--- src/rtl/io_link_rx.sv ---
`default_nettype none
// ============================================================================
// Module      : io_link_rx
// Description : Word-serial link receiver. Synchronizes the link strobe/data,
//               captures one word per strobe transition into a show-ahead
//               FIFO and presents it over valid/ready.
//               Optional: IO_LINK_RX_ZERO_FILTER_EN drops all-zero idle words.
// Revision    : 1.0 - initial release
// ============================================================================
module io_link_rx #(
  parameter int WIDTH = 13,
  parameter int DEPTH = 16,
  localparam int CW   = $clog2(DEPTH + 1)
) (
  input  logic             clk,
  input  logic             rst,
  input  logic             link_clk,
  input  logic [WIDTH-1:0] link_data,
  output logic [WIDTH-1:0] out_data,
  output logic             out_valid,
  input  logic             out_ready,
  output logic [CW-1:0]    count,
  output logic             overflow
);

  localparam int            ADDR_W     = $clog2(DEPTH);
  localparam logic [1:0]    c_arm_done = 2'd3;
  localparam logic [CW-1:0] c_full     = CW'(DEPTH);

  logic             c1_q, c2_q, c3_q;
  logic             c1_d, c2_d, c3_d;
  logic [WIDTH-1:0] d1_q, d2_q;
  logic [WIDTH-1:0] d1_d, d2_d;
  logic [1:0]       arm_q, arm_d;
  logic [ADDR_W-1:0] wr_ptr_q, wr_ptr_d;
  logic [ADDR_W-1:0] rd_ptr_q, rd_ptr_d;
  logic [CW-1:0]    count_q, count_d;
  logic             overflow_q, overflow_d;
  logic [WIDTH-1:0] mem_q [DEPTH];

  logic w_edge;
  logic w_cand;
  logic w_pop;
  logic w_push;
  logic w_drop;

  // The arm counter masks the spurious transition seen when link_clk is
  // already high as the reset-cleared synchronizer fills up.
  always_comb begin
    w_edge = (c2_q ^ c3_q) && (arm_q == c_arm_done);
`ifdef IO_LINK_RX_ZERO_FILTER_EN
    w_cand = w_edge && (d2_q != '0);
`else
    w_cand = w_edge;
`endif
    w_pop  = (count_q != '0) && out_ready;
    w_push = w_cand && ((count_q != c_full) || w_pop);
    w_drop = w_cand && !w_push;
  end

  always_comb begin
    c1_d       = link_clk;
    c2_d       = c1_q;
    c3_d       = c2_q;
    d1_d       = link_data;
    d2_d       = d1_q;
    arm_d      = (arm_q == c_arm_done) ? arm_q : arm_q + 2'd1;
    wr_ptr_d   = w_push ? wr_ptr_q + ADDR_W'(1) : wr_ptr_q;
    rd_ptr_d   = w_pop  ? rd_ptr_q + ADDR_W'(1) : rd_ptr_q;
    count_d    = count_q;
    if (w_push && !w_pop) begin
      count_d = count_q + CW'(1);
    end else if (w_pop && !w_push) begin
      count_d = count_q - CW'(1);
    end
    overflow_d = overflow_q | w_drop;
  end

  always_ff @(posedge clk) begin
    if (rst) begin
      c1_q       <= 1'b0;
      c2_q       <= 1'b0;
      c3_q       <= 1'b0;
      d1_q       <= '0;
      d2_q       <= '0;
      arm_q      <= 2'd0;
      wr_ptr_q   <= '0;
      rd_ptr_q   <= '0;
      count_q    <= '0;
      overflow_q <= 1'b0;
    end else begin
      c1_q       <= c1_d;
      c2_q       <= c2_d;
      c3_q       <= c3_d;
      d1_q       <= d1_d;
      d2_q       <= d2_d;
      arm_q      <= arm_d;
      wr_ptr_q   <= wr_ptr_d;
      rd_ptr_q   <= rd_ptr_d;
      count_q    <= count_d;
      overflow_q <= overflow_d;
    end
  end

  // Storage needs no reset: out_data is masked whenever the FIFO is empty.
  always_ff @(posedge clk) begin
    if (!rst && w_push) begin
      mem_q[wr_ptr_q] <= d2_q;
    end
  end

  assign out_valid = (count_q != '0);
  assign out_data  = out_valid ? mem_q[rd_ptr_q] : '0;
  assign count     = count_q;
  assign overflow  = overflow_q;

endmodule
`default_nettype wire

--- config.mk ---
export PLATFORM = sky130hd
export DESIGN_NAME = io_link_rx
export DESIGN_NICKNAME = d
export VERILOG_FILES = /design/src/rtl/io_link_rx.sv
export SDC_FILE = /design/constraint.sdc
export NUM_CORES = 1
export LEC_CHECK = 0
export BUFFER_PORTS_ARGS = -buffer_cell sky130_fd_sc_hd__buf_4
export CAP_MARGIN = 10
export CORE_MARGIN = 2
export CORE_UTILIZATION = 55
export DETAILED_ROUTE_END_ITERATION = 10
export PLACE_DENSITY = 0.79
export SLEW_MARGIN = 20
export SYNTH_ARGS = -nofsm -noshare
export SYNTH_HDL_FRONTEND = slang
export SYNTH_SLANG_ARGS = --single-unit
export TNS_END_PERCENT = 30
--- constraint.sdc ---
create_clock -name clk -period 4 [get_ports clk]
set_input_delay 1.2 -clock clk [delete_from_list [all_inputs] [get_ports clk]]
set_output_delay 1.2 -clock clk [all_outputs]
set_load 0.01 [all_outputs]
Yosys cells after proc, flatten, opt, wreduce, memory -nomap -nowiden
Memories as Yosys holds them, arrays and structs flattened. A register that Yosys moved wholly into a read port is not among the register bits.
Cells that the tools add are included.
{ "word_totals": {"out_inout_bits": 20, "memories": 1, "input_bits": 17, "ram_bits": 208, "reg_bits": 45} }
{ "classes": {"n_bitwise": 2, "mux": 7, "addsub": 5, "eq_ne": 2, "reduce_logical": 13} }
{ "memory_table": {"columns": ["memory", "words", "width", "read_ports", "rd_ports_with_merged_regs", "write_ports", "line_no", "rtl"], "rows": [
  ["mem_q", 16, 13, 1, 1, 1, "39", "logic [WIDTH-1:0] mem_q [DEPTH];"]
]} }
{ "ops": {"columns": ["cell", "n"], "rows": [
  ["13-bit two-way mux", 1],
  ["5-bit two-way mux", 2],
  ["4-bit by 1-bit adder with 4-bit output (second input constant)", 2],
  ["4-bit two-way mux", 2],
  ["1-bit logical AND", 7],
  ["5-bit by 1-bit adder with 5-bit output (second input constant)", 1],
  ["5-bit != test (second input constant)", 1],
  ["5-bit nonzero test", 1],
  ["5-bit by 1-bit subtractor with 5-bit output (second input constant)", 1],
  ["1-bit logical NOT", 3],
  ["2-bit by 1-bit adder with 2-bit output (second input constant)", 1],
  ["2-bit == test (second input constant)", 1],
  ["1-bit two-way mux", 2],
  ["2-bit nonzero test", 1],
  ["1-bit logical OR", 1],
  ["1-bit bitwise OR", 1],
  ["1-bit XOR", 1]
]} }

Logic depth before layout (Yosys ltp)
Gate-level depths: netlist (run 1).
{ "logic_depth": {"depth_word": 8, "mapped_depth": 11, "depth_no_buf": 10} }

Worst setup path before layout (run 1)
OpenSTA, ideal clock, no wires.
{ "synth_timing": {"kind": "input to register", "from": "input port out_ready", "to": "register count_q[4] (netlist: count[4])", "n_path_buf": 0, "cell_stages": 9, "setup_ns": 0.121, "arrival_ns": 3.109, "required_time_ns": 3.879, "slack_ns": 0.770, "cell_sequence": "nand2b_1 > o211ai_4 > inv_1 > ha_1 > fa_1 > nand2b_1 > a21oi_1 > mux2i_1 > mux2_2"} }
{ "synth_via": {"elab_chain_len": 6} }
{ "synth_lines": {"columns": ["element", "line_no", "rtl"], "rows": [
  ["start, declared", "21", "input logic out_ready,"],
  ["1-bit logical AND (*)", "56", "w_pop = (count_q != '0) && out_ready;"],
  ["1-bit logical OR", "57", "w_push = w_cand && ((count_q != c_full) || w_pop);"],
  ["1-bit logical AND", "57", null],
  ["1-bit logical NOT", "73", "end else if (w_pop && !w_push) begin"],
  ["1-bit logical AND", "73", null],
  ["2-bit nonzero test (no source line)", null, null],
  ["end signal, assigned", "100", "count_q <= count_d;"],
  ["end, declared", "37", "logic [CW-1:0] count_q, count_d;"]
]} }
Every way passes the cells marked *; elsewhere a longest branch is shown, timed or not.
A chain may end at the register's enable or synchronous reset.

==> impl.org, run 1 <==
** Outcome
- The flow ran to the end, and the final reports show no timing, DRC or antenna violations.

** Critical path
- By instance count, the cell type seen most on the critical path is sky130_fd_sc_hd__a211oi_1.
- The critical path goes through buf_12 -> mux4_2 -> nor2b_1 -> a211oi_1 -> a211oi_1 -> buf_4.
- Max incr delay on CP :: 560 ps
- The worst setup path is launched from a register.
- Reg2Reg Launch Point :: count[0]
- The number of cells on the worst reg-to-reg path is 9.
- Critical Path Fanout Max :: 52
- The worst register-to-register path ends at count[4].
- Cell family contributing the most delay on the critical path :: buffers and inverters
- STA classifies the critical path endpoint as a primary output.
- Library cell contributing the largest single delay on the critical path :: sky130_fd_sc_hd__mux4_2
- CP Buf/Inv Count :: 2
- Type of the worst setup path :: reg -> out
- Setup slack, reg-to-reg :: 1030 ps
- For the worst setup path, the data required time is 2800 ps.
- Signal arrival time at the worst endpoint :: 2590 ps

** Synth
- For this run, the leading register cell type out of synthesis is sky130_fd_sc_hd__edfxtp_1.
- Syn_nets :: 551
- For this run, the number of Yosys warnings is 0.
- The share of synthesized area in the top cell type comes to 0.635.
- Share of synthesized flip-flops with an asynchronous set or reset :: 0
- The synthesized netlist occupies a cell area of 9840 um2.
- Register bit total from synthesis :: 257
- Cells after synthesis :: 523
- Sequential-to-total area share from yosys stat :: 0.735
- By area the synthesized netlist is led by sky130_fd_sc_hd__edfxtp_1 (63%), sky130_fd_sc_hd__mux4_2 (12%), sky130_fd_sc_hd__dfxtp_1 (10%).
- Counting flops with a built-in enable in the synthesized netlist gives 208.
- Per-instance average area after synthesis :: 18.8 um2
- The number of different library cells used by synthesis comes to 38.
- Library cell occupying the most area in the post-synthesis netlist :: sky130_fd_sc_hd__edfxtp_1

** Power
- Power density normalized to cell area :: 560 nW/um2
- Leakage power summed over all cells :: 3.68 nW
- IR analysis of the VDD net gives a maximum drop of 479 uV.
- Power comes to 6.37 mW.

** Global routing
- The via count of the first global-routing pass came to 5,186.
- The number of antenna violations at the first check in global routing is 0.
- For met1 alone, demand over resource in global routing was 0.289.
- Met2 demand-to-capacity share in global routing :: 0.373
- Gr ovfl total :: 0
- First-pass GRT wire length :: 29.6 mm
- In this run the most used layer during global routing was met2.
- Across every metal layer, demand over resource in global routing totals 0.214.
- Global-route met3 utilization :: 0.0316
- Entering global routing, the biggest net connects 53 pins.

** Floorplanning
- The die is 138 um tall.
- For this configuration, the core starts out at a cell density of 0.565.
- Measured along the x axis, the die boundary spans 138 um.
- Number of top-level pins :: 37
- Die Footprint :: 19,000 um2
- The floorplan has 48 rows.
- Area inside the core boundary :: 17,400 um2

** Routing
- 1st-pass router iterations :: 5
- Summing over every cut layer, the via total after detailed routing is 4,943.
- DRC viols :: 0
- In the final routed layout, each cell accounts on average for 23.1 um.
- The detail route stage leaves a number of antenna-violating nets equal to 0.
- In the routed layout, each cell is associated on average with a via count of 5.94.
- Wires add up to 19.2 mm.
- Drt initial violations :: 409

** Timing
- Between clock sinks in the finished design, the worst skew comes to 12.8 ps.
- Setup WS post-layout :: 213 ps
- The tightest hold path in the finished design has a slack of 439 ps.
- Count of endpoints failing hold in the final timing report :: 0
- Adding up every negative setup slack in the final design gives 0 ps.
- The worst path needs 3790 ps of the cycle, external delays included.
- Setup violations remaining at the end of the flow were counted as 0.
- For the pin with the worst max-slew slack, the measured transition is 783 ps.
- Final clock period utilization by the worst path :: 0.947
- The final-report max-slew violation count was 0.
- Timing would allow up to 264 MHz.
- Slew headroom :: 0.477
- Setup repair after global routing left no endpoint under its margin.

** Finish
- Reg area :: 7230 um2
- Filler Cell Count :: 1,147
- The area growth from synthesis to layout is 15.6%.
- Leaving out fill and tap cells, the most frequent cells in the layout are sky130_fd_sc_hd__edfxtp_1 (208), sky130_fd_sc_hd__buf_4 (63), sky130_fd_sc_hd__mux4_2 (52).
- Final nets :: 615
- The repair_antennas step left the layout with diodes totalling 0.
- In the final layout, the share of cells above drive strength 1 is 0.292.
- Area used by multi-input combinational logic :: 2440 um2
- Most common library cell in the layout ignoring fill and taps :: sky130_fd_sc_hd__edfxtp_1

** Clock network
- Setup repair bufs after CTS :: 0
- Gates resized during post-CTS repair numbered 0.
- Buffer cell driving the clock tree root :: sky130_fd_sc_hd__clkbuf_16
- CTS built an H-tree with a depth of 1.
- Clock latency on the worst-skew pair, taken at its later pin, is 530 ps.
- Clk sinks :: 257
- Hold buffers post-CTS :: 0
- After clock tree synthesis, the clock-pin slew on the worst setup and hold paths is 60 ps.
- Number of buffers added by the clock tree synthesis step :: 26
- No sink is reached through more buffers than the 3 on the longest clock path.
- TritonCTS built the clock tree.

** Worst hold path
- The min-delay analysis places its worst path in the category reg -> reg.
- The startpoint identified for the worst hold timing path is d1_q[9].
- Counting instances, the worst hold path has a depth of 1.
- The path with the worst hold slack has its endpoint at d2_q[9].

** Flow run
- Number of violations of the max-capacitance limit :: 0

** Placed design
- Summed over all nets, the half-perimeter wirelength after detailed placement is 11.7 mm.
- During placement, the flow inserted port buffers numbering 36.
- Routability-driven placement finished with a final weighted congestion of 0.837.
- Before CTS, the worst setup slack after placement is 483 ps.
## power breakdown
group / internal [mW] / total, mW / switching [mW] / leakage, nW
clock: 1.40 / 2.36 / 0.964 / 0.420
combinational: 0.491 / 1.02 / 0.528 / 1.05
sequential: 2.93 / 2.99 / 0.0622 / 2.21
total: 4.81 / 6.37 / 1.55 / 3.68
## routing by layer
metal | vias up | part of all wire
met2 | 176 | 0.52
met1 | 2562 | 0.41
li1 | 2170 | -
met3 | 35 | 0.054
met5 | - | 0
met4 | 0 | 0.021
## worst max-delay path by stage
stage,startpoint,to,slack (ps),cells after the start
final,register,out_data[5],210,6
after global routing,register,out_data[3],120,6
after detailed placement,out_ready,count[4],480,10
after CTS,register,out_data[5],180,6
after global placement,out_ready,count[4],560,10
after floorplan,out_ready,count[4],770,9
## synthesized netlist by cell type (2+ instances only)
cell,number
sky130_fd_sc_hd__a211oi_1,26
sky130_fd_sc_hd__a21oi_1,5
sky130_fd_sc_hd__buf_2,10
sky130_fd_sc_hd__buf_4,5
sky130_fd_sc_hd__buf_6,2
sky130_fd_sc_hd__clkbuf_1,13
sky130_fd_sc_hd__dfxtp_1,49
sky130_fd_sc_hd__edfxtp_1,208
sky130_fd_sc_hd__ha_1,10
sky130_fd_sc_hd__inv_1,7
sky130_fd_sc_hd__mux2i_1,17
sky130_fd_sc_hd__mux4_2,52
sky130_fd_sc_hd__nand2_1,2
sky130_fd_sc_hd__nand2_2,4
sky130_fd_sc_hd__nand2b_1,4
sky130_fd_sc_hd__nand3_1,2
sky130_fd_sc_hd__nor2_1,31
sky130_fd_sc_hd__nor2b_1,43
sky130_fd_sc_hd__nor3_1,6
sky130_fd_sc_hd__o21a_1,3
sky130_fd_sc_hd__xor2_1,7
## registers in the layout, summed over array words and instances (netlist names), named ones only
| name | cells |
|---|---|
| c3_q | 1 |
| c1_q | 1 |
| mem_q | 208 |
| overflow | 1 |
| rd_ptr_q | 4 |
| d1_q | 13 |
| wr_ptr_q | 4 |
| arm_q | 2 |
| count | 5 |
| d2_q | 13 |
| c2_q | 1 |
## final cells by class
| type | count | area share |
|---|---|---|
| timing repair buffer | 66 | 0.0469 |
| multi-input combinational | 228 | 0.215 |
| inverter | 8 | 0.00264 |
| clock buffer | 33 | 0.0631 |
| tap | 225 | 0.0248 |
| sequential | 257 | 0.636 |
| clock inverter | 15 | 0.0121 |
## kinds of logic (layout without fill, tap and decap cells)
logic type / Yosys count / after routing / synth area share
buffers and inverters: 38 / 122 / 0.0192
AO/OA/AOI/OAI: 42 / 42 / 0.0336
flip-flops: 257 / 257 / 0.735
adder cells (fa/ha/maj): 11 / 11 / 0.0148
XOR/XNOR: 8 / 8 / 0.00712
multiplexers: 70 / 70 / 0.137
AND/OR/NAND/NOR: 97 / 97 / 0.0532
## stage by stage
step | utilization | instances | instance area, um2
final | 0.653 | 832 | 11400
after global routing | 0.653 | 832 | 11400
after CTS | 0.653 | 832 | 11400
after floorplan | - | 523 | 9840
after detailed placement | 0.604 | 784 | 10500
after global placement | 0.604 | 784 | 10500
Note: power is estimated with default switching activity, not from simulation.
==> run 2: changes to the inputs <==
--- a/config.mk
+++ b/config.mk
@@ -9,6 +9,7 @@
 export CAP_MARGIN = 10
 export CORE_MARGIN = 2
 export CORE_UTILIZATION = 55
+export CTS_BUF_LIST = sky130_fd_sc_hd__clkbuf_4
 export DETAILED_ROUTE_END_ITERATION = 10
 export PLACE_DENSITY = 0.79
 export SLEW_MARGIN = 20
==> run 2 against run 1 <==
Die area stayed put. Global-route usage decreased by 0.29 points. Utilization is 0.093 points lower. Non-clock buffer count up 2. Combinational power barely moved. Register-to-register slack hardly changed. Worst setup slack better by 4.3 ps. Critical endpoint unchanged. Largest power group unchanged. Highest routed layer unchanged.
==> impl.org, run 2 (same netlist as run 1, synthesis figures left out) <==
** Clock network
- CTS clock-pin slew for the worst setup and hold paths :: 60 ps
- TritonCTS built the clock tree.
- Clock tree synthesis found a total of 257 sinks.
- Clock tree synthesis selected as its root buffer the cell sky130_fd_sc_hd__clkbuf_4.
- Hold buffers post-CTS :: 0
- No sink is reached through more buffers than the 3 on the longest clock path.
- Number of H-tree levels :: 2
- In this run, CTS created clock tree buffers numbering 61.
- The clock reaches the later pin of the worst-skew pair after 680 ps.

** Global routing
- After global routing, the most crowded layer is met2.
- Global Route met1 Usage :: 0.274
- Pin count of the biggest net entering global routing :: 53
- Initial antenna violation count :: 0
- For met3 alone, demand over resource in global routing was 0.0504.
- Global router's overall resource usage :: 0.211
- For this run, global-route usage on met2 was measured as 0.362.
- Via count of the first global-routing pass :: 5,321
- The first global-routing pass estimated 29.1 mm of wire.
- Global routing finished with a remaining overflow of 0.

** Finish
- The register with the most flip-flops in the layout has 208 of them.
- Util after Layout :: 0.652
- Most used cells in the layout excluding fill and tap cells :: sky130_fd_sc_hd__edfxtp_1 (208), sky130_fd_sc_hd__clkbuf_4 (91), sky130_fd_sc_hd__buf_4 (63)
- Post-synthesis to final-layout area growth :: 15.4%
- Antenna fix cells :: 0
- Share of final-layout standard cells stronger than drive strength 1 :: 0.348
- Final nets :: 652
- Most flop-heavy register :: mem_q
- Most common library cell in the layout ignoring fill and taps :: sky130_fd_sc_hd__edfxtp_1
- Leading registers by flop count :: mem_q (208), d1_q (13), d2_q (13)

** Worst hold path
- The startpoint identified for the worst hold timing path is d1_q[1].
- Cell depth of the worst hold path :: 1
- The min-delay analysis places its worst path in the category reg -> reg.

** Timing
- Count of endpoints failing hold in the final timing report :: 0
- Max Clock Freq :: 264 MHz
- Slew headroom :: 0.477
- Post-Route Skew :: 48.6 ps
- At the pin with the least slew margin, the transition time is 784 ps.
- Subtracting the final worst setup slack from the clock period gives 3780 ps.
- Max-slew violation count :: 0
- Setup repair after global routing left no endpoint under its margin.
- Post-route worst hold slack :: 425 ps
- Final clock period utilization by the worst path :: 0.946
- In the post-route analysis, the smallest setup slack over all paths is 218 ps.
- Summed over all failing endpoints, the final setup total negative slack is 0 ps.
- Setup violations remaining at the end of the flow were counted as 0.

** Power
- Power density normalized to cell area :: 534 nW/um2
- Total power :: 6.07 mW
- Psw :: 1.58 mW
- The share of total power dissipated in combinational logic is 0.173.
- Switching power share of the total :: 0.260
- For this design the static power due to leakage is 3.76 nW.
- IR analysis of the VDD net gives a maximum drop of 447 uV.
- Clock share of power :: 0.334
- Internal power consumption :: 4.49 mW
- Relative contribution of sequential cells to total power :: 0.493

** Placed design
- OpenSTA, run right after detailed placement, puts the worst setup slack at 483 ps.
- Buffers on Ports :: 36
- The congestion estimate from routability-driven global placement came to 0.837.
- The HPWL after detailed placement is 11.7 mm.

** Critical path
- Critical Path Fanout Max :: 13
- Crit path capture type :: primary output
- For the worst setup path, the data arrival time is 2580 ps.
- The worst setup path is launched from a register.
- For the worst flop-to-flop path, the logic depth is 9.
- The startpoint identified for the worst register-to-register timing path is count[0].
- Data on the critical path is required at its endpoint by 2800 ps.
- Type of the worst setup path :: reg -> out

** Routing
- Total wire length :: 19.5 mm
- 1st-pass router iterations :: 5
- The first routing iteration left 482 violations.
- The final route contains 5,154 vias.
- Detail-routed net length per standard cell :: 21.6 um
- Per-cell via count in the routed design :: 5.72
- Number of antenna-violating nets in the routed design :: 0
- For this run, design rule violations remaining after detail routing come to 0.

** Floorplanning
- In this run the standard cell core region covers 17,400 um2.
- The initial utilization of the core area, before any placement, comes to 0.565.
- In this run the vertical extent of the chip is 138 um.
- Standard-cell rows :: 48
- The floorplan step set the die width to 138 um.
- In this run the count of I/O pins placed on the die edge is 37.
- The floorplan step defined a die boundary enclosing 19,000 um2.

** Flow run
- Max-cap violations in this run came to 0.

** Outcome
- The flow ran to the end, and the final reports show no timing, DRC or antenna violations.
[run 2: cell count changes in the layout (fill, tap and decap cells not counted), moves of 2 or more]
cell                         delta
sky130_fd_sc_hd__clkbuf_8       -4
sky130_fd_sc_hd__clkinv_1      +14
sky130_fd_sc_hd__clkinvlp_4     -2
sky130_fd_sc_hd__clkbuf_1       -3
sky130_fd_sc_hd__clkbuf_4      +91
sky130_fd_sc_hd__bufinv_16      -2
sky130_fd_sc_hd__clkbuf_16     -24
[run 2: worst max-delay path, cell delays in order (launching register included)]
cell and delay (ps):
sky130_fd_sc_hd__dfxtp_2 460, sky130_fd_sc_hd__buf_16 200, sky130_fd_sc_hd__mux4_2 520, sky130_fd_sc_hd__nor2b_1 150, sky130_fd_sc_hd__a211oi_1 260, sky130_fd_sc_hd__a211oi_1 130
sky130_fd_sc_hd__buf_4 220
[run 2: path summary, 6_finish.rpt]
check	end	slack, ps
min reg2reg	d2_q[1]	420
max	out_data[5]	220
min	d2_q[1]	420
max reg2reg	count[4]	1040
[run 2: routing by layer]
layer | vias to the layer above | wire length, um
met1 | 2620 | 7790
met3 | 30 | 1460
li1 | 2292 | -
met4 | 0 | 337
met2 | 212 | 9870
met5 | - | 0
[run 2: layout make-up]
class | instances | area [um2]
clock buffers | 91 | 683
clock inverters | 24 | 97.6
fillers | 1182 | 6060
inverters | 8 | 30.0
multi-input cells | 228 | 2440
flip-flops and latches | 257 | 7230
well taps | 225 | 282
repair buffers | 68 | 591
[run 2: per-stage QoR]
stage	std cells	instance area [um2]
2_1_floorplan	523	9840
3_3_place_gp	784	10500
3_5_place_dp	784	10500
4_1_cts	899	11300
5_1_grt	901	11400
6_report	901	11400
[run 2: repair_timing]
item | CTS | global route
setup buffers | 0 | 0
resized for setup | 0 | 1
setup endpoints to repair | 0 | 2
[run 2: power by group through the flow]
stage,clock [mW],combinational [mW],sequential (mW)
after floorplan,0,0.712,3.03
after global placement,0,1.01,3.04
after detailed placement,0,1.03,3.04
after CTS,2.07,1.03,2.99
after global routing,2.22,1.14,3.00
final,2.03,1.05,2.99
